## config.mk

```make
export PLATFORM = sky130hd
export DESIGN_NAME = count_event_logger_flat
export DESIGN_NICKNAME = d
export VERILOG_FILES = /design/src/rtl/count_event_logger_if.sv /design/src/rtl/count_event_logger.sv /design/src/flat_wrapper.sv
export SDC_FILE = /design/constraint.sdc
export NUM_CORES = 1
export LEC_CHECK = 0
export BUFFER_PORTS_ARGS = -buffer_cell sky130_fd_sc_hd__buf_2
export CORE_MARGIN = 4
export CORE_UTILIZATION = 24
export CTS_BUF_LIST = sky130_fd_sc_hd__clkbuf_8
export CTS_CLUSTER_DIAMETER = 40
export DETAILED_ROUTE_END_ITERATION = 16
export PLACE_DENSITY = 0.5
export SLEW_MARGIN = 0
export SYNTH_ARGS = -nofsm -noshare
export SYNTH_HDL_FRONTEND = slang
export SYNTH_SLANG_ARGS = --single-unit
```

## constraint.sdc

```tcl
create_clock -name clk -period 3.71 [get_ports clk]
set_input_delay 0.742 -clock clk [delete_from_list [all_inputs] [get_ports clk]]
set_output_delay 0.742 -clock clk [all_outputs]
set_load 0.01 [all_outputs]
```

## src/rtl/count_event_logger_if.sv

```systemverilog
// Output handshake bundle for count_event_logger: the head-of-FIFO event entry
// together with its valid/ready pair.
interface count_event_logger_if;
    logic        out_valid;
    logic        out_ready;
    logic [15:0] out_data;

    modport master (
        output out_valid,
        output out_data,
        input  out_ready
    );

    modport slave (
        input  out_valid,
        input  out_data,
        output out_ready
    );
endinterface

```

## src/rtl/count_event_logger.sv

```systemverilog
// Watches an upstream 8-bit counter, turns wrap / threshold / counter-reset
// transitions into 16-bit event entries and queues them in a small FIFO.
module count_event_logger #(
    parameter int DEPTH = 4
) (
    input  logic                        clk,
    input  logic                        reset,
    input  logic [7:0]                  count_in,
    input  logic                        enable_in,
    input  logic [7:0]                  threshold,
    input  logic                        thr_en,
    input  logic                        clr_ovf,
    count_event_logger_if.master        out_if,
    output logic                        fifo_full,
    output logic                        overflow,
    output logic [7:0]                  drop_cnt
);

    localparam int PW = $clog2(DEPTH);
    localparam logic [PW:0] FULL_OCC = (PW + 1)'(DEPTH);

    function automatic logic [7:0] sat_inc8(input logic [7:0] v);
        return (v == 8'hFF) ? 8'hFF : (v + 8'd1);
    endfunction

    logic [7:0]    prev_count_r;
    logic          prev_valid_r;
    logic [4:0]    wrap_cnt_r;
    logic [15:0]   mem_r [DEPTH];
    logic [PW-1:0] rd_ptr_r;
    logic [PW-1:0] wr_ptr_r;
    logic [PW:0]   occ_r;
    logic          overflow_r;
    logic [7:0]    drop_cnt_r;

    logic          wrap_s;
    logic          thr_s;
    logic          crst_s;
    logic          hold_s;
    logic          push_s;
    logic          pop_s;
    logic          full_s;
    logic          push_ok_s;
    logic          drop_s;
    logic [4:0]    wrap_next_s;
    logic [15:0]   entry_s;

    // A stopped counter holding its value can never produce an event.
    assign hold_s = (~enable_in) & (count_in == prev_count_r);

    assign wrap_s = prev_valid_r & (prev_count_r == 8'hFF) & (count_in == 8'h00);
    assign thr_s  = prev_valid_r & thr_en & (count_in == threshold) & (prev_count_r != threshold);
    assign crst_s = prev_valid_r & (count_in == 8'h00) & (prev_count_r != 8'h00)
                  & (prev_count_r != 8'hFF);

    assign push_s    = (wrap_s | thr_s | crst_s) & ~hold_s;
    assign full_s    = (occ_r == FULL_OCC);
    assign pop_s     = (occ_r != '0) & out_if.out_ready;
    assign push_ok_s = push_s & (~full_s | pop_s);
    assign drop_s    = push_s & full_s & ~pop_s;

    // Next wrap count: counter reset takes priority, then wrap increments.
    always_comb begin
        wrap_next_s = wrap_cnt_r;
        if (crst_s) begin
            wrap_next_s = 5'd0;
        end else if (wrap_s) begin
            wrap_next_s = wrap_cnt_r + 5'd1;
        end else begin
            wrap_next_s = wrap_cnt_r;
        end
    end

    assign entry_s = {crst_s, thr_s, wrap_s, wrap_next_s, count_in};

    // Previous-sample tracking and wrap counter.
    always_ff @(posedge clk or posedge reset) begin
        if (reset) begin
            prev_count_r <= 8'd0;
            prev_valid_r <= 1'b0;
            wrap_cnt_r   <= 5'd0;
        end else begin
            prev_count_r <= count_in;
            prev_valid_r <= 1'b1;
            wrap_cnt_r   <= wrap_next_s;
        end
    end

    // Event FIFO storage, pointers and occupancy.
    always_ff @(posedge clk or posedge reset) begin
        if (reset) begin
            for (int i = 0; i < DEPTH; i++) begin
                mem_r[i] <= 16'd0;
            end
            rd_ptr_r <= '0;
            wr_ptr_r <= '0;
            occ_r    <= '0;
        end else begin
            if (push_ok_s) begin
                mem_r[wr_ptr_r] <= entry_s;
                wr_ptr_r        <= wr_ptr_r + PW'(1);
            end
            if (pop_s) begin
                rd_ptr_r <= rd_ptr_r + PW'(1);
            end
            case ({push_ok_s, pop_s})
                2'b10:   occ_r <= occ_r + (PW + 1)'(1);
                2'b01:   occ_r <= occ_r - (PW + 1)'(1);
                default: occ_r <= occ_r;
            endcase
        end
    end

    // Sticky overflow and drop counter; a drop beats a same-cycle clear.
    always_ff @(posedge clk or posedge reset) begin
        if (reset) begin
            overflow_r <= 1'b0;
            drop_cnt_r <= 8'd0;
        end else if (drop_s) begin
            overflow_r <= 1'b1;
            drop_cnt_r <= clr_ovf ? 8'd1 : sat_inc8(drop_cnt_r);
        end else if (clr_ovf) begin
            overflow_r <= 1'b0;
            drop_cnt_r <= 8'd0;
        end else begin
            overflow_r <= overflow_r;
            drop_cnt_r <= drop_cnt_r;
        end
    end

    assign out_if.out_valid = (occ_r != '0);
    assign out_if.out_data  = mem_r[rd_ptr_r];
    assign fifo_full        = full_s;
    assign overflow         = overflow_r;
    assign drop_cnt         = drop_cnt_r;

endmodule
```

## src/flat_wrapper.sv

```systemverilog
// flat-port wrapper written by rule: the top's interface ports become plain ports
module count_event_logger_flat 
#(
    parameter int DEPTH = 4
)
  (clk, reset, count_in, enable_in, threshold, thr_en, clr_ovf, fifo_full, overflow, drop_cnt, out_if_out_valid, out_if_out_data, out_if_out_ready);
  count_event_logger_if out_if_i ();
  input  logic clk;
  input  logic reset;
  input  logic [7:0] count_in;
  input  logic enable_in;
  input  logic [7:0] threshold;
  input  logic thr_en;
  input  logic clr_ovf;
  output logic fifo_full;
  output logic overflow;
  output logic [7:0] drop_cnt;
  output wire logic [$bits(out_if_i.out_valid)-1:0] out_if_out_valid;
  output wire logic [$bits(out_if_i.out_data)-1:0] out_if_out_data;
  input wire logic [$bits(out_if_i.out_ready)-1:0] out_if_out_ready;
  assign out_if_out_valid = out_if_i.out_valid;
  assign out_if_out_data = out_if_i.out_data;
  assign out_if_i.out_ready = out_if_out_ready;
  count_event_logger #(.DEPTH(DEPTH)) u_core (.clk(clk), .reset(reset), .count_in(count_in), .enable_in(enable_in), .threshold(threshold), .thr_en(thr_en), .clr_ovf(clr_ovf), .out_if(out_if_i), .fifo_full(fifo_full), .overflow(overflow), .drop_cnt(drop_cnt));
endmodule
```

# Yosys cells after proc, flatten, opt, wreduce, memory -nomap -nowiden
# Cells that the tools add are included.
# classes
n_addsub	6
order_cmp	3
n_eq_ne	9
mux	15
bitwise	23
reduce_logical	6
# op_table
op	count
$bwmux W64	1
$mux W16	3
$bmux W16 S2	1
$demux W16 S2	1
$mux W8	4
$eq A8 B8 Y1	2
$eq A8 B8 Y1 const B	2
$and A1 B1 Y1	14
$mux W5	2
$add A8 B1 Y8 const B	1
$logic_not A8 Y1	1
$ne A8 B8 Y1	1
$ne A8 B8 Y1 const B	1
$reduce_bool A8 Y1	1
$ge A3 B3 Y1 const B	2
$not A2 Y3	2
$pmux W3 S2	1
$add A5 B1 Y5 const B	1
$add A2 B1 Y2 const B	2
$not A1 Y1	4
$reduce_bool A2 Y1	2
$add A3 B1 Y3 const B	1
$eq A3 B3 Y1 const B	1
$lt A3 B1 Y1 const B	1
other kinds (7)	10
# word_totals
regBits	94
inputBits	22
out_inout_bits	27
word_cells	74

# Depth between registers and ports, before layout
# depth
word_depth	9
mapped_depth	13
ltp_nobuf	12

# Least setup slack after synthesis
# Ideal clock, no wire load.
# synth_timing
kind	input -> register
start	input count_in[1]
end	register u_core.occ_r[2]
setup_ps	125
t_arrival_ps	2740
required_ps	3585
path_slack_ps	845
path_stages	12
path_buffers	1
cell_sequence	xnor2_1 > nand3_1 > or4_1 > buf_4 > a21oi_1 > inv_1 > ha_1 > inv_1 > fa_1 > xor2_1 > nor2_1 > xor2_1
# synth_between
elab_chain_len	9
word_cells_on_any_way	19
classes_between	eq/ne (4); mux (1); bitwise (12); reduce/logical (2)
# synth_lines
element	line	source
from (decl)	flat_wrapper.sv:10	input logic [7:0] count_in;
$eq A8 B8 Y1 / $logic_not A8 Y1 (equally long branches)	count_event_logger.sv:52, count_event_logger.sv:51, count_event_logger.sv:53	
$and A1 B1 Y1 (on tied branches) (2 in a row)	count_event_logger.sv:52, count_event_logger.sv:53	
$or A1 B1 Y1 / $and A1 B1 Y1 (equally long branches)	count_event_logger.sv:56, count_event_logger.sv:54	
$or A1 B1 Y1	count_event_logger.sv:56	assign push_s = (wrap_s | thr_s | crst_s) & ~hold_s;
$and A1 B1 Y1 *	count_event_logger.sv:56	
$and A1 B1 Y1 *	count_event_logger.sv:59	assign push_ok_s = push_s & (~full_s | pop_s);
$eq A2 B1 Y1 / $eq A2 B2 Y1 (equally long branches)	count_event_logger.sv:106	case ({push_ok_s, pop_s})
$pmux W3 S2 / $reduce_bool A2 Y1 (equally long branches)	n/a	
to (signal assigned)	count_event_logger.sv:107	2'b10: occ_r <= occ_r + (PW + 1)'(1);
to (signal assigned)	count_event_logger.sv:108	2'b01: occ_r <= occ_r - (PW + 1)'(1);
to (signal assigned)	count_event_logger.sv:109	default: occ_r <= occ_r;
to (decl)	count_event_logger.sv:32	logic [PW:0] occ_r;
# Every way passes the cells marked *; elsewhere a longest branch is shown, timed or not.
# A chain may end at the register's enable or synchronous reset.

# Worst setup path after layout
# layout_timing
start	input count_in[1]
end	register u_core.mem_r[17] in the netlist's numbering
# layout_between
elab_chain_len	7
word_cells_on_any_way	16
classes_between	eq/ne (2); mux (1); bitwise (12); reduce/logical (1)
# layout_lines
element	line	source
$eq A8 B8 Y1 / $logic_not A8 Y1 (equally long branches)	count_event_logger.sv:52, count_event_logger.sv:51, count_event_logger.sv:53	
$and A1 B1 Y1 (on tied branches) (2 in a row)	count_event_logger.sv:52, count_event_logger.sv:53	
$or A1 B1 Y1 / $and A1 B1 Y1 (equally long branches)	count_event_logger.sv:56, count_event_logger.sv:54	
$or A1 B1 Y1	count_event_logger.sv:56	
$and A1 B1 Y1	count_event_logger.sv:56	
$and A1 B1 Y1	count_event_logger.sv:59	
to (signal, indexed assignment)	count_event_logger.sv:100	mem_r[wr_ptr_r] <= entry_s;
to (decl)	count_event_logger.sv:29	logic [15:0] mem_r [DEPTH];
# Several ways; a longest one is shown, not always the timed one.

==> impl_results.md <==
- Signed area change from the synthesized netlist to the final layout: 15.62%
- Number of vias in the routed layout: 2729
- Final hold viol count: 0
- Maximum clock path buffer count: 2
- Remaining DRCs: 0
- H-tree level count: 3
- Required time of the critical path: 3.96 ns
- Share of synthesized registers carrying an async set or reset: between 90% and 100%
- Routed Wire Length: roughly 10000 um
- Path type of the worst setup path: in -> reg
- Path class of the lowest-slack min-delay path: reg -> reg
- Transition time of the tightest slew-check pin: 1.171 ns
- Top fanout value on the critical path: 18
- Clock tree from TritonCTS: yes
- # hold bufs at CTS: 0
- Aggregate global routing overflow: 0
- Yosys cell types: 44
- I/O pin cnt: slightly below 50
- Vias per std cell: between 4 and 5
- Crit-path slowest cell: o41ai_4
- Worst-skew pair later-pin latency: about 0.36 ns
- Maximum single-stage delay on the critical path: ~1.1 ns
- Sum of net half-perimeters after detailed placement: ~7000 um
- Row Count: 49
- Count of inserted antenna diode cells: 0
- Number of antenna violations at the first check in global routing: 0
- Cts repair resizes: 0
- Antenna Violating Nets Remaining: 0
- Warnings from Yosys: 0
- Pre-CTS setup slack: around 0.26 ns
- Family of cells with the greatest summed delay on the critical path: compound AO/OA/AOI/OAI gates
- Setup TNS after final layout: 0 ns
- Maximum clock rate: 0.3270 GHz
- Share of layout cells above drive strength 1: between 40% and 50%
- Startpoint type of the worst setup path: input port
- Status: complete, no violations
- CTS buffer count: 9
- Total Nets Final: 401
- IR drop worst, VDD: approximately 0.21 mV
- Kind of end point of the critical path: register
- RSZ-0062 raised after global routing: false
- Filler Cells Inserted: about 1900
- Post-Synthesis Cells: between 300 and 400
- Core area: between 15000 and 20000 um2
- Setup bufs post-CTS: 0
- WHS: around 0.48 ns
- # setup viols final: 0
- Clock edge transition at the registers on the reported setup and hold paths: 0.09 ns
- Starting density of the core: 24.81%
- Pin count of the biggest net entering global routing: just under 50
- Final critical path time including I/O delays and setup: approximately 3.1 ns
- Wirelength per Cell: ~17 um
- Setup slack after layout: roughly 0.65 ns
- Worst max-slew margin expressed relative to the limit: between 20% and 30%
- Post-Synthesis Cell Area: between 4000 and 5000 um2
- Clock root buffer: clkbuf_8
- Synth Net Count: 349
- Number of max-capacitance violations reported: 0
- Length of the first detailed-routing pass in iterations: 4
- Fin util: approximately 29%
- Arrival @ worst endpoint: around 3.3 ns
- Crit share post-route: roughly 80%
- Number of enable-type register cells in the synthesized netlist: 0
- Y dimension of the die: about 150 um
- Chip Width: ~150 um
- Mean instance size in the synthesized netlist: about 14 um2
- Placed cell count: 589
- Static leakage: ~2.5 nW
- Count of non-filler cells in the finished layout: 605
- Ys flop type: dfrtp_1
- 1st-iter DRT viols: 90
- Area of the die: 21080 um2
- Worst Skew: around 0.0091 ns
- Cell chain of the critical path: buf_2 > xnor2_1 > nand3_1 > o41ai_4 > nand3_4 > mux2_4
- Sinks on Clock Net: 94
- Wire length of the first global-routing pass: roughly 17000 um
- Share of the yosys chip area belonging to registers: ~52%
- Overall global routing resource usage: about 10%
- Power density of the placed cells: approximately 430 nW/um2
- Number of slew-limit violations in the final report: 0
- Post-synthesis register bit count: 94
- Placer Congestion: roughly 0.76
- Buffers and inverters on the worst path: 1
- Number of global-route vias before repair: 3026
- Port Buf Inserts: between 40 and 50
[Yosys cell counts, types with 4 or more instances]
master,count,area share [%]
nand4_1,5,0.69
xnor2_1,19,3.7
xor2_1,6,1.2
ha_1,7,1.9
mux2_4,18,6.0
buf_6,4,1.0
mux2_2,43,11
mux4_2,16,8.0
buf_2,4,0.44
nor2_1,13,1.1
dfrtp_1,94,52
inv_1,11,0.91
o21ai_0,6,0.66
clkbuf_1,4,0.33
mux2i_1,4,0.89
nand2_1,8,0.66
a211oi_1,5,0.83
nor3_1,5,0.55
nand3_1,8,0.89
and3_1,4,0.55
[cells in the final DEF, fill, tap and decap left out, types with 5 or more instances in the layout]
master	n
a211oi_1	5
buf_2	47
buf_4	6
clkbuf_8	9
dfrtp_1	94
ha_1	7
inv_1	11
mux2_2	43
mux2_4	18
mux4_2	16
nand2_1	8
nand3_1	8
nand4_1	5
nor2_1	13
nor3_1	5
o21ai_0	6
xnor2_1	19
xor2_1	6
[routing by layer]
layer,vias to the layer above,global-route usage [%],routed length (um)
li1,1261,-,-
met1,1409,13.84,4956
met2,50,15.38,4710
met3,9,3.118,439
met4,0,2.564,102
met5,-,0,0
[report_power, final]
| part | switching [W] | leakage, nW | internal [W] |
|---|---|---|---|
| logic | 0.000227 | 1.16 | 0.000205 |
| clock network | 0.000360 | 0.101 | 0.000308 |
| registers | 0.0000838 | 1.26 | 0.00107 |
[sequential cells by signal, summed over array words and instances (netlist names)]
name,cells
u_core.wrap_cnt_r,5
u_core.mem_r,64
u_core.drop_cnt,8
u_core.prev_valid_r,1
u_core.wr_ptr_r,2
u_core.rd_ptr_r,2
u_core.overflow,1
u_core.prev_count_r,8
u_core.occ_r,3
[cell families after synthesis]
kind of cell	share of synthesized area (%)
compound gates	4.570
xor+xnor	4.846
fa+ha+maj	2.382
buf+inv	2.935
flops	52.06
mux	25.56
other cells	0.08300
simple gates	7.561
[final timing paths]
check	endpoint	startpoint	slack, ns	cells past startpoint
worst max-delay path	u_core.mem_r[17]	count_in[1]	0.65	6
worst min-delay path	u_core.occ_r[2]	u_core.occ_r[2]	0.48	1
worst max register to register	u_core.mem_r[17]	u_core.prev_count_r[7]	0.78	6
worst min register to register	u_core.occ_r[2]	u_core.occ_r[2]	0.48	1
max in group asynchronous	u_core.mem_r[11]	reset	2.44	3
min in group asynchronous	u_core.mem_r[6]	reset	0.54	2
[through the flow]
step,power (W),instance area (um2)
2_1_floorplan,0.001459,4518
3_3_place_gp,0.001612,5035
3_5_place_dp,0.001621,5035
4_1_cts,0.002303,5224
5_1_grt,0.002388,5224
6_report,0.002258,5224
[cell type report]
cell class                 count  area [um2]  share of cell area [%]
sequential                    94        2352                   45.03
clock buffer                   9       123.9                   2.371
timing repair buffer          55       320.3                   6.132
inverter                      11       42.54                  0.8144
clock inverter                 7       65.06                   1.246
tap                          229       286.5                   5.485
multi-input combinational    200        2033                   38.92
Note: power is estimated with default switching activity, not from simulation.
